File: src/rtl/fifo_wr_arbiter.sv
// ============================================================================
// Module   : fifo_wr_arbiter
// Purpose  : Round-robin, burst-oriented write arbiter in front of a FIFO
//            write port. One requester owns the FIFO for a whole burst, which
//            ends on an accepted last beat or after MAX_BEATS beats (forced
//            release, flagged in the sticky overrun_o bits).
// Options  : FIFO_WR_ARB_WATERMARK_EN - when defined, a burst only starts if
//            the FIFO has at least MIN_FREE free slots.
// Revision : 1.0 - initial release
// ============================================================================
`default_nettype none

module fifo_wr_arbiter #(
  parameter int NREQ       = 4,
  parameter int DATA_WIDTH = 32,
  parameter int ADDR_WIDTH = 3,
  parameter int MAX_BEATS  = 16,
  parameter int MIN_FREE   = 2
) (
  input  logic                         clk_i,
  input  logic                         rstn_i,
  input  logic [NREQ-1:0]              req_valid_i,
  input  logic [NREQ-1:0]              req_last_i,
  input  logic [NREQ*DATA_WIDTH-1:0]   req_data_i,
  output logic [NREQ-1:0]              req_ready_o,
  output logic                         fifo_we_o,
  output logic [DATA_WIDTH-1:0]        fifo_wdata_o,
  input  logic                         fifo_full_i,
  input  logic [ADDR_WIDTH-1:0]        fifo_wfill_count_i,
  output logic [NREQ-1:0]              grant_o,
  output logic                         busy_o,
  output logic [NREQ-1:0]              overrun_o,
  input  logic [NREQ-1:0]              overrun_clr_i
);

  localparam int IW = $clog2(NREQ);
  // Beat counter is at least 5 bits wide and always able to hold MAX_BEATS.
  localparam int CW = ($clog2(MAX_BEATS + 1) > 5) ? $clog2(MAX_BEATS + 1) : 5;

  localparam logic [0:0]    IDLE  = 1'b0;
  localparam logic [0:0]    BURST = 1'b1;

  localparam logic [IW-1:0] LAST_OWNER_RST = IW'(NREQ - 1);
  localparam logic [CW-1:0] MAX_CNT        = CW'(MAX_BEATS);

  logic [0:0]            state;
  logic [NREQ-1:0]       grant;
  logic [IW-1:0]         owner;
  logic [IW-1:0]         last_owner;
  logic [CW-1:0]         beat_cnt;
  logic [NREQ-1:0]       overrun;

  logic                  pick_found;
  logic [IW-1:0]         pick_idx;
  logic [IW-1:0]         cand;
  logic                  start_ok;
  logic                  in_burst;
  logic [NREQ-1:0]       accepted;
  logic                  beat_acc;
  logic                  acc_last;
  logic [CW-1:0]         cnt_inc;
  logic                  hit_max;
  logic [NREQ-1:0]       overrun_set;
  logic [DATA_WIDTH-1:0] wdata;

  // Round-robin search: first valid requester starting after the last owner.
  always_comb begin
    pick_found = 1'b0;
    pick_idx   = '0;
    cand       = '0;
    for (int k = 1; k <= NREQ; k++) begin
      cand = IW'((int'(last_owner) + k) % NREQ);
      if (!pick_found && req_valid_i[cand]) begin
        pick_found = 1'b1;
        pick_idx   = cand;
      end
    end
  end

`ifdef FIFO_WR_ARB_WATERMARK_EN
  // Free slots are forced to zero on full, since the fill count wraps at depth.
  logic [ADDR_WIDTH:0] free_slots;
  always_comb begin
    free_slots = '0;
    if (!fifo_full_i) begin
      free_slots = ((ADDR_WIDTH+1)'(1) << ADDR_WIDTH) - {1'b0, fifo_wfill_count_i};
    end
    start_ok = (free_slots >= (ADDR_WIDTH+1)'(MIN_FREE));
  end
`else
  // Without the watermark a burst starts regardless of FIFO level.
  localparam int unused_min_free = MIN_FREE;
  logic unused_fill;
  assign unused_fill = ^fifo_wfill_count_i;
  assign start_ok    = 1'b1;
`endif

  assign in_burst    = (state == BURST);
  assign req_ready_o = grant & {NREQ{in_burst && !fifo_full_i}};
  assign accepted    = req_valid_i & req_ready_o;
  assign beat_acc    = |accepted;
  assign acc_last    = |(accepted & req_last_i);
  assign cnt_inc     = beat_cnt + CW'(1);
  assign hit_max     = (cnt_inc == MAX_CNT);
  assign overrun_set = (beat_acc && !acc_last && hit_max) ? grant : '0;

  // Write data follows the grant; zero when nobody owns the FIFO.
  always_comb begin
    wdata = '0;
    for (int i = 0; i < NREQ; i++) begin
      if (grant[i]) begin
        wdata = wdata | req_data_i[i*DATA_WIDTH +: DATA_WIDTH];
      end
    end
  end

  assign fifo_we_o    = beat_acc;
  assign fifo_wdata_o = wdata;
  assign grant_o      = grant;
  assign busy_o       = in_burst;
  assign overrun_o    = overrun;

  // Arbitration FSM: grant in IDLE, count beats and release in BURST.
  always_ff @(posedge clk_i or negedge rstn_i) begin
    if (!rstn_i) begin
      state      <= IDLE;
      grant      <= '0;
      owner      <= '0;
      last_owner <= LAST_OWNER_RST;
      beat_cnt   <= '0;
    end else begin
      case (state)
        IDLE: begin
          if (pick_found && start_ok) begin
            state    <= BURST;
            grant    <= NREQ'(1) << pick_idx;
            owner    <= pick_idx;
            beat_cnt <= '0;
          end
        end
        BURST: begin
          if (beat_acc) begin
            beat_cnt <= cnt_inc;
            if (acc_last || hit_max) begin
              state      <= IDLE;
              grant      <= '0;
              last_owner <= owner;
            end
          end
        end
        default: begin
          state <= IDLE;
          grant <= '0;
        end
      endcase
    end
  end

  // Sticky forced-release flags; a set in the same cycle beats a clear.
  always_ff @(posedge clk_i or negedge rstn_i) begin
    if (!rstn_i) begin
      overrun <= '0;
    end else begin
      overrun <= (overrun & ~overrun_clr_i) | overrun_set;
    end
  end

endmodule

`default_nettype wire
File: config.mk
export PLATFORM = sky130hd
export DESIGN_NAME = fifo_wr_arbiter
export DESIGN_NICKNAME = d
export VERILOG_FILES = /design/src/rtl/fifo_wr_arbiter.sv
export SDC_FILE = /design/constraint.sdc
export NUM_CORES = 1
export LEC_CHECK = 0
export CAP_MARGIN = 10
export CELL_PAD_IN_SITES_DETAIL_PLACEMENT = 1
export CELL_PAD_IN_SITES_GLOBAL_PLACEMENT = 1
export CORE_MARGIN = 3
export CORE_UTILIZATION = 18
export DETAILED_ROUTE_END_ITERATION = 8
export GPL_ROUTABILITY_DRIVEN = 0
export HOLD_SLACK_MARGIN = 0.06
export PLACE_DENSITY = 0.93
export SETUP_SLACK_MARGIN = 0.05
export SLEW_MARGIN = 15
export SYNTH_ARGS = -nofsm -noshare
export SYNTH_HDL_FRONTEND = slang
export SYNTH_SLANG_ARGS = --single-unit
File: constraint.sdc
create_clock -name clk_i -period 4.9 [get_ports clk_i]
set_clock_uncertainty 0.2 [all_clocks]
set_input_delay 0.98 -clock clk_i [delete_from_list [all_inputs] [get_ports clk_i]]
set_output_delay 0.98 -clock clk_i [all_outputs]
set_load 0.05 [all_outputs]
==> flow_summary.yaml, run 1 <==
run_status:
  outcome: "completed"
clock_tree:
  cts_buffer_depth: 2
  postCtsSetupRepairBufs: 0
  postCtsHoldBufs: 0
  cts_made_buffers: 3
  ctsResizeCount: 0
  clk_latency_ps: 250
  cts.sinks: 18
  clk_pin_slew_ps: 70
  cts_tree: "built"
  h-tree-depth: 1
  cts-root-buf: "clkbuf_8"
yosys:
  synth-seq-cells: 18
  async_reset_ff_share_pct: 100.0
  synth_compound_area_share_pct: 40.29
  synth_area_um2: 1649
  ys_seq_area_share_pct: 27.47
  synth_edf_count: 0
  synth-adder-area-share_pct: 0.7587
  synth-simple-area-share_pct: 19.88
  muxShareOfSynthArea_pct: 3.111
  synth_top_family_by_area: "compound AO/OA/AOI/OAI gates"
  ys.flop_type: "dfrtp_1"
  postSynthAreaPerCell_um2: 7.635
  synth_xor_area_share_pct: 1.062
  syn_nets: 363
  synth_cell_types: 38
  postSynthCellCount: 216
  yosys_warnings: 0
min_path:
  holdPathStages: 2
  hp-class: "flip-flop to flip-flop"
timing:
  rsz0062_at_grt: "false"
  tns_ps: 0
  drv_slew: 0
  worstMarginPinSlew_ps: 826.3
  period_share_pct: 85.14
  period_minus_slack_ps: 4172
  hold_viol_final: 0
  slew_headroom_pct: 44.74
  worst_slack_ps: 728.1
  timing.fmax_mhz: 239.7
  setup_viol: 0
cells_and_area:
  layout_commonest_cell: "clkdlybuf4s50_1"
  fillerInstances: 1046
  final_cell_mix: "clkdlybuf4s50_1 (188), a22oi_1 (64), nand2_1 (45)"
  areaGrowthSynthToFinish_pct: 121.9
  diodes: 0
  drive_above_1_share_pct: 4.580
  fin_nets: 541
  fin_cells: 501
flow_run:
  max-cap-violations: 0
grt:
  grt_use_total_pct: 17.09
  antenna_found_initial: 0
  grt.overflow.total: 0
  grt_pass1_vias: 2639
  grt_start_max_net_pins: 38
  grt_pass1_wl_um: 13840
pwr:
  cellPowerDensity_nw_per_um2: 503.8
  leakage_nw: 1.459
  irDropWorstVdd_v: 0.0001934
die:
  row_count: 34
  fp.dieH_um: 101.7
  core_area_um2: 8806
  start_util_pct: 18.73
  fp.dieArea_um2: 10350
  die_w_um: 101.7
  ios: 192
critical_path:
  worst_setup_path_start_kind: "input pin"
  cp_data_arrival_time_ps: 2990
  reg2regPathDepth: 6
  path_max_fanout: 12
  path_class: "input pin to output port"
  crit_required_ps: 3720
  end_kind: "output port"
detailed_routing:
  wl_per_cell_um: 19.17
  via_per_inst: 5.048
  drc: 0
  routed_wl_um: 9602
  drt_iter0_markers: 80
  via_count: 2529
  first_pass_iters: 4
  ant_nets: 0
placement:
  hpwl_um: 7797
  pre_cts_ws_ps: 723.6
  portBuffers: 188
  dp_cells: 497
## metrics by stage
stage	hold slack, ps	area, um^2	total power (W)	util (%)
6_report	302.4	3659	0.001843	41.55
5_1_grt	323.6	3659	0.001948	41.55
4_1_cts	300.3	3659	0.001860	41.55
3_5_place_dp	285.2	3603	0.001737	40.92
3_3_place_gp	264.8	3603	0.001703	40.92
2_1_floorplan	249.8	1649	0.001182	-
## report_power, final
part           internal (W)  switching [W]
registers          0.000193      0.0000872
logic              0.000531       0.000910
clock network     0.0000714      0.0000507
total              0.000795        0.00105
## kinds of logic (layout without fill, tap and decap cells)
logic type      Yosys count  after routing
compound gates           92             92
simple gates             72             72
buf+inv                  27            204
flops                    18             18
mux                       4              4
xor+xnor                  2              2
fa+ha+maj                 1              1
## state kept, by name, indices dropped and copies added (netlist names)
signal / count
grant_o: 4
beat_cnt: 5
last_owner: 2
owner: 2
busy_o: 1
overrun_o: 4
## critical path: stages
cell             delay [ps]
clkdlybuf4s50_1         500
a22o_1                  280
o21ai_2                 380
inv_2                   120
clkdlybuf4s50_1         730
## final timing paths
check                               end      startpoint  slack (ps)
min in group asynchronous  overrun_o[0]          rstn_i        1000
setup / recovery              fifo_we_o  req_valid_i[1]         730
hold / removal                 owner[1]        owner[1]         300
max in group asynchronous    grant_o[3]          rstn_i        2990
hold reg to reg                owner[1]        owner[1]         300
setup reg to reg           overrun_o[0]      grant_o[0]        2430
## synthesized netlist by cell type (2+ instances only)
master / count / area share [%]
nor3b_1: 2 / 0.91
buf_4: 5 / 2.3
nand2_1: 45 / 10
xor2_1: 2 / 1.1
mux2_4: 2 / 1.8
o21ai_0: 10 / 3.0
and2_1: 4 / 1.5
buf_2: 2 / 0.61
a22o_1: 2 / 1.1
dfrtp_1: 16 / 24
nor2_1: 2 / 0.46
a21oi_1: 5 / 1.5
a22oi_1: 64 / 29
inv_1: 7 / 1.6
dfstp_2: 2 / 3.2
nand2b_1: 3 / 1.1
nor4_1: 2 / 0.76
clkbuf_1: 11 / 2.5
nand3_1: 10 / 3.0
o32ai_1: 2 / 1.1
## area by class of cell
cell class	count	area (um^2)	area share [%]
Clock buffer	4	55.05	1.505
Inverter	8	30.03	0.8208
Sequential cell	18	452.9	12.38
Tap cell	108	135.1	3.694
Timing Repair Buffer	192	1912	52.26
Multi-Input combinational cell	171	1074	29.34
## layer usage
layer	wire length [um]	track usage [%]	up-vias
li1	-	-	1171
met1	3573	19.15	1211
met2	4846	31.24	122
met3	870	4.132	25
met4	312	6.135	0
met5	0	0	-
(Power assumes the default switching activity.)
==> run 2: changes to the inputs <==
--- a/config.mk
+++ b/config.mk
@@ -15,7 +15,6 @@
 export HOLD_SLACK_MARGIN = 0.06
 export PLACE_DENSITY = 0.93
 export SETUP_SLACK_MARGIN = 0.05
-export SLEW_MARGIN = 15
 export SYNTH_ARGS = -nofsm -noshare
 export SYNTH_HDL_FRONTEND = slang
 export SYNTH_SLANG_ARGS = --single-unit
==> results of run 2 <==
Same layout as run 1: the final DEF is identical, and so are final timing and power.
==> run 3: changes to the inputs <==
--- a/config.mk
+++ b/config.mk
@@ -8,12 +8,13 @@
 export CAP_MARGIN = 10
 export CELL_PAD_IN_SITES_DETAIL_PLACEMENT = 1
 export CELL_PAD_IN_SITES_GLOBAL_PLACEMENT = 1
-export CORE_MARGIN = 3
-export CORE_UTILIZATION = 18
+export CORE_AREA = 3 3 73 75
 export DETAILED_ROUTE_END_ITERATION = 8
+export DIE_AREA = 0 0 76 78
+export DONT_BUFFER_PORTS = 1
 export GPL_ROUTABILITY_DRIVEN = 0
 export HOLD_SLACK_MARGIN = 0.06
-export PLACE_DENSITY = 0.93
+export PLACE_DENSITY = 0.78
 export SETUP_SLACK_MARGIN = 0.05
 export SYNTH_ARGS = -nofsm -noshare
 export SYNTH_HDL_FRONTEND = slang
==> flow_summary.yaml, run 3 (synthesized netlist as in run 1, its figures left out) <==
pwr:
  switchingPower_w: 0.0009565
  cellPowerDensity_nw_per_um2: 813.9
  irDropWorstVdd_v: 0.0003630
  p_clk_share_pct: 8.8
  combPwrFrac_pct: 63.3
  intPower_w: 0.0004273
  seqPwrFrac_pct: 27.9
  swShare_pct: 69.12
  leakage_nw: 0.7107
critical_path:
  cp_data_arrival_time_ps: 2020
  rrSetupSlack_ps: 2330
  cp_num_cells: 3
  cp_slowest_cell: "dfrtp_2"
  crit_buf_inv: 1
  path_max_fanout: 38
  path_class: "flip-flop to output port"
  critPathMaxStageDelay_ps: 740
  reg2regPathDepth: 5
  end_kind: "output port"
  worst_setup_path_start_kind: "flip-flop"
  path_cells: "a22o_1, o21ai_2, inv_2"
  crit_required_ps: 3720
  crit_family: "compound AO/OA/AOI/OAI gates"
  rr_startpoint: "grant_o[0]"
  r2r_end: "overrun_o[0]"
die:
  ios: 192
  die_w_um: 76
  start_util_pct: 34.91
  fp.dieArea_um2: 5928
  core_area_um2: 4723
  fp.dieH_um: 78
  row_count: 25
timing:
  period_share_pct: 65.21
  timing.fmax_mhz: 313.0
  rsz0062_at_grt: "false"
  worstMarginPinSlew_ps: 945.7
  hold_viol_final: 0
  period_minus_slack_ps: 3195
  setup_viol: 0
  drv_slew: 0
  holdWs_ps: 213.6
  slew_headroom_pct: 36.95
  tns_ps: 0
grt:
  grt_pass1_wl_um: 9101
  grt_start_max_net_pins: 39
  grt.overflow.total: 0
  antenna_found_initial: 0
  grt_pass1_vias: 1719
  grt_use_total_pct: 18.88
cells_and_area:
  fin_nets: 349
  drive_above_1_share_pct: 8.955
  top_register: "beat_cnt"
  largest_reg_flops: 5
  final_cell_mix: "a22oi_1 (64), nand2_1 (45), dfrtp_1 (12)"
  diodes: 0
  areaGrowthSynthToFinish_pct: 3.111
  layout_commonest_cell: "a22oi_1"
run_status:
  outcome: "completed"
flow_run:
  max-cap-violations: 0
clock_tree:
  clk_pin_slew_ps: 70
  ctsResizeCount: 0
  clk_latency_ps: 250
  cts_made_buffers: 3
  h-tree-depth: 1
  cts.sinks: 18
  cts_tree: "built"
  cts_buffer_depth: 2
  cts-root-buf: "clkbuf_8"
  postCtsHoldBufs: 0
  postCtsSetupRepairBufs: 0
detailed_routing:
  first_pass_iters: 5
  drt_iter0_markers: 108
  drc: 0
  via_per_inst: 6.608
  via_count: 1771
  routed_wl_um: 6222
  ant_nets: 0
  wl_per_cell_um: 23.22
placement:
  hpwl_um: 4667
  portBuffers: 0
min_path:
  hp-class: "input pin to asynchronous set/reset pin"
[run 3: cell count changes in the layout (fill, tap and decap cells not counted)]
cell and change:
clkdlybuf4s50_1 -188, dfrtp_2 +4, buf_4 -4, dfrtp_1 -4
[run 3: worst max-delay path by stage]
stage / end / slack [ps] / startpoint
6_report: fifo_we_o / 1700 / grant_o[0]
5_1_grt: fifo_we_o / 1520 / grant_o[2]
4_1_cts: fifo_we_o / 1680 / grant_o[2]
3_5_place_dp: fifo_we_o / 1850 / req_valid_i[0]
3_3_place_gp: fifo_we_o / 1860 / req_valid_i[0]
2_1_floorplan: req_ready_o[0] / 2080 / fifo_full_i
[run 3: power by group through the flow]
stage          clock network (W)  logic (W)  registers [W]
5_1_grt                 0.000133   0.000918       0.000409
2_1_floorplan                  0   0.000917       0.000265
3_5_place_dp                   0   0.000878       0.000390
4_1_cts                 0.000125   0.000880       0.000387
3_3_place_gp                   0   0.000864       0.000387
6_report                0.000122   0.000876       0.000386
[run 3: layer usage]
metal,share of wire (%),GRT usage (%),vias to the layer above
met5,0,0,-
met4,0.23,1.630,0
met3,8.5,4.408,2
met2,52,34.49,127
met1,40,23.46,857
li1,-,-,785
[run 3: worst reg2reg max path: stages (launching register included)]
cell	delay (ps)
dfrtp_2	960
a22o_1	310
o21ai_2	160
nor4_1	650
nand2_1	120
o21ai_0	110
[run 3: layout make-up]
class,count,area (um^2)
well taps,67,83.83
multi-input cells,171,1074
flip-flops and latches,18,457.9
inverters,8,30.03
fillers,594,3023
clock buffers,4,55.05
[run 3: stage by stage]
stage	worst slack, ps	std cells	utilization (%)	total power [W]	cell area, um^2
2_1_floorplan	2077	216	-	0.001182	1649
3_3_place_gp	1860	264	34.83	0.001251	1645
3_5_place_dp	1849	264	34.83	0.001268	1645
4_1_cts	1677	268	36.00	0.001392	1700
5_1_grt	1523	268	36.00	0.001460	1700
6_report	1705	268	36.00	0.001384	1700
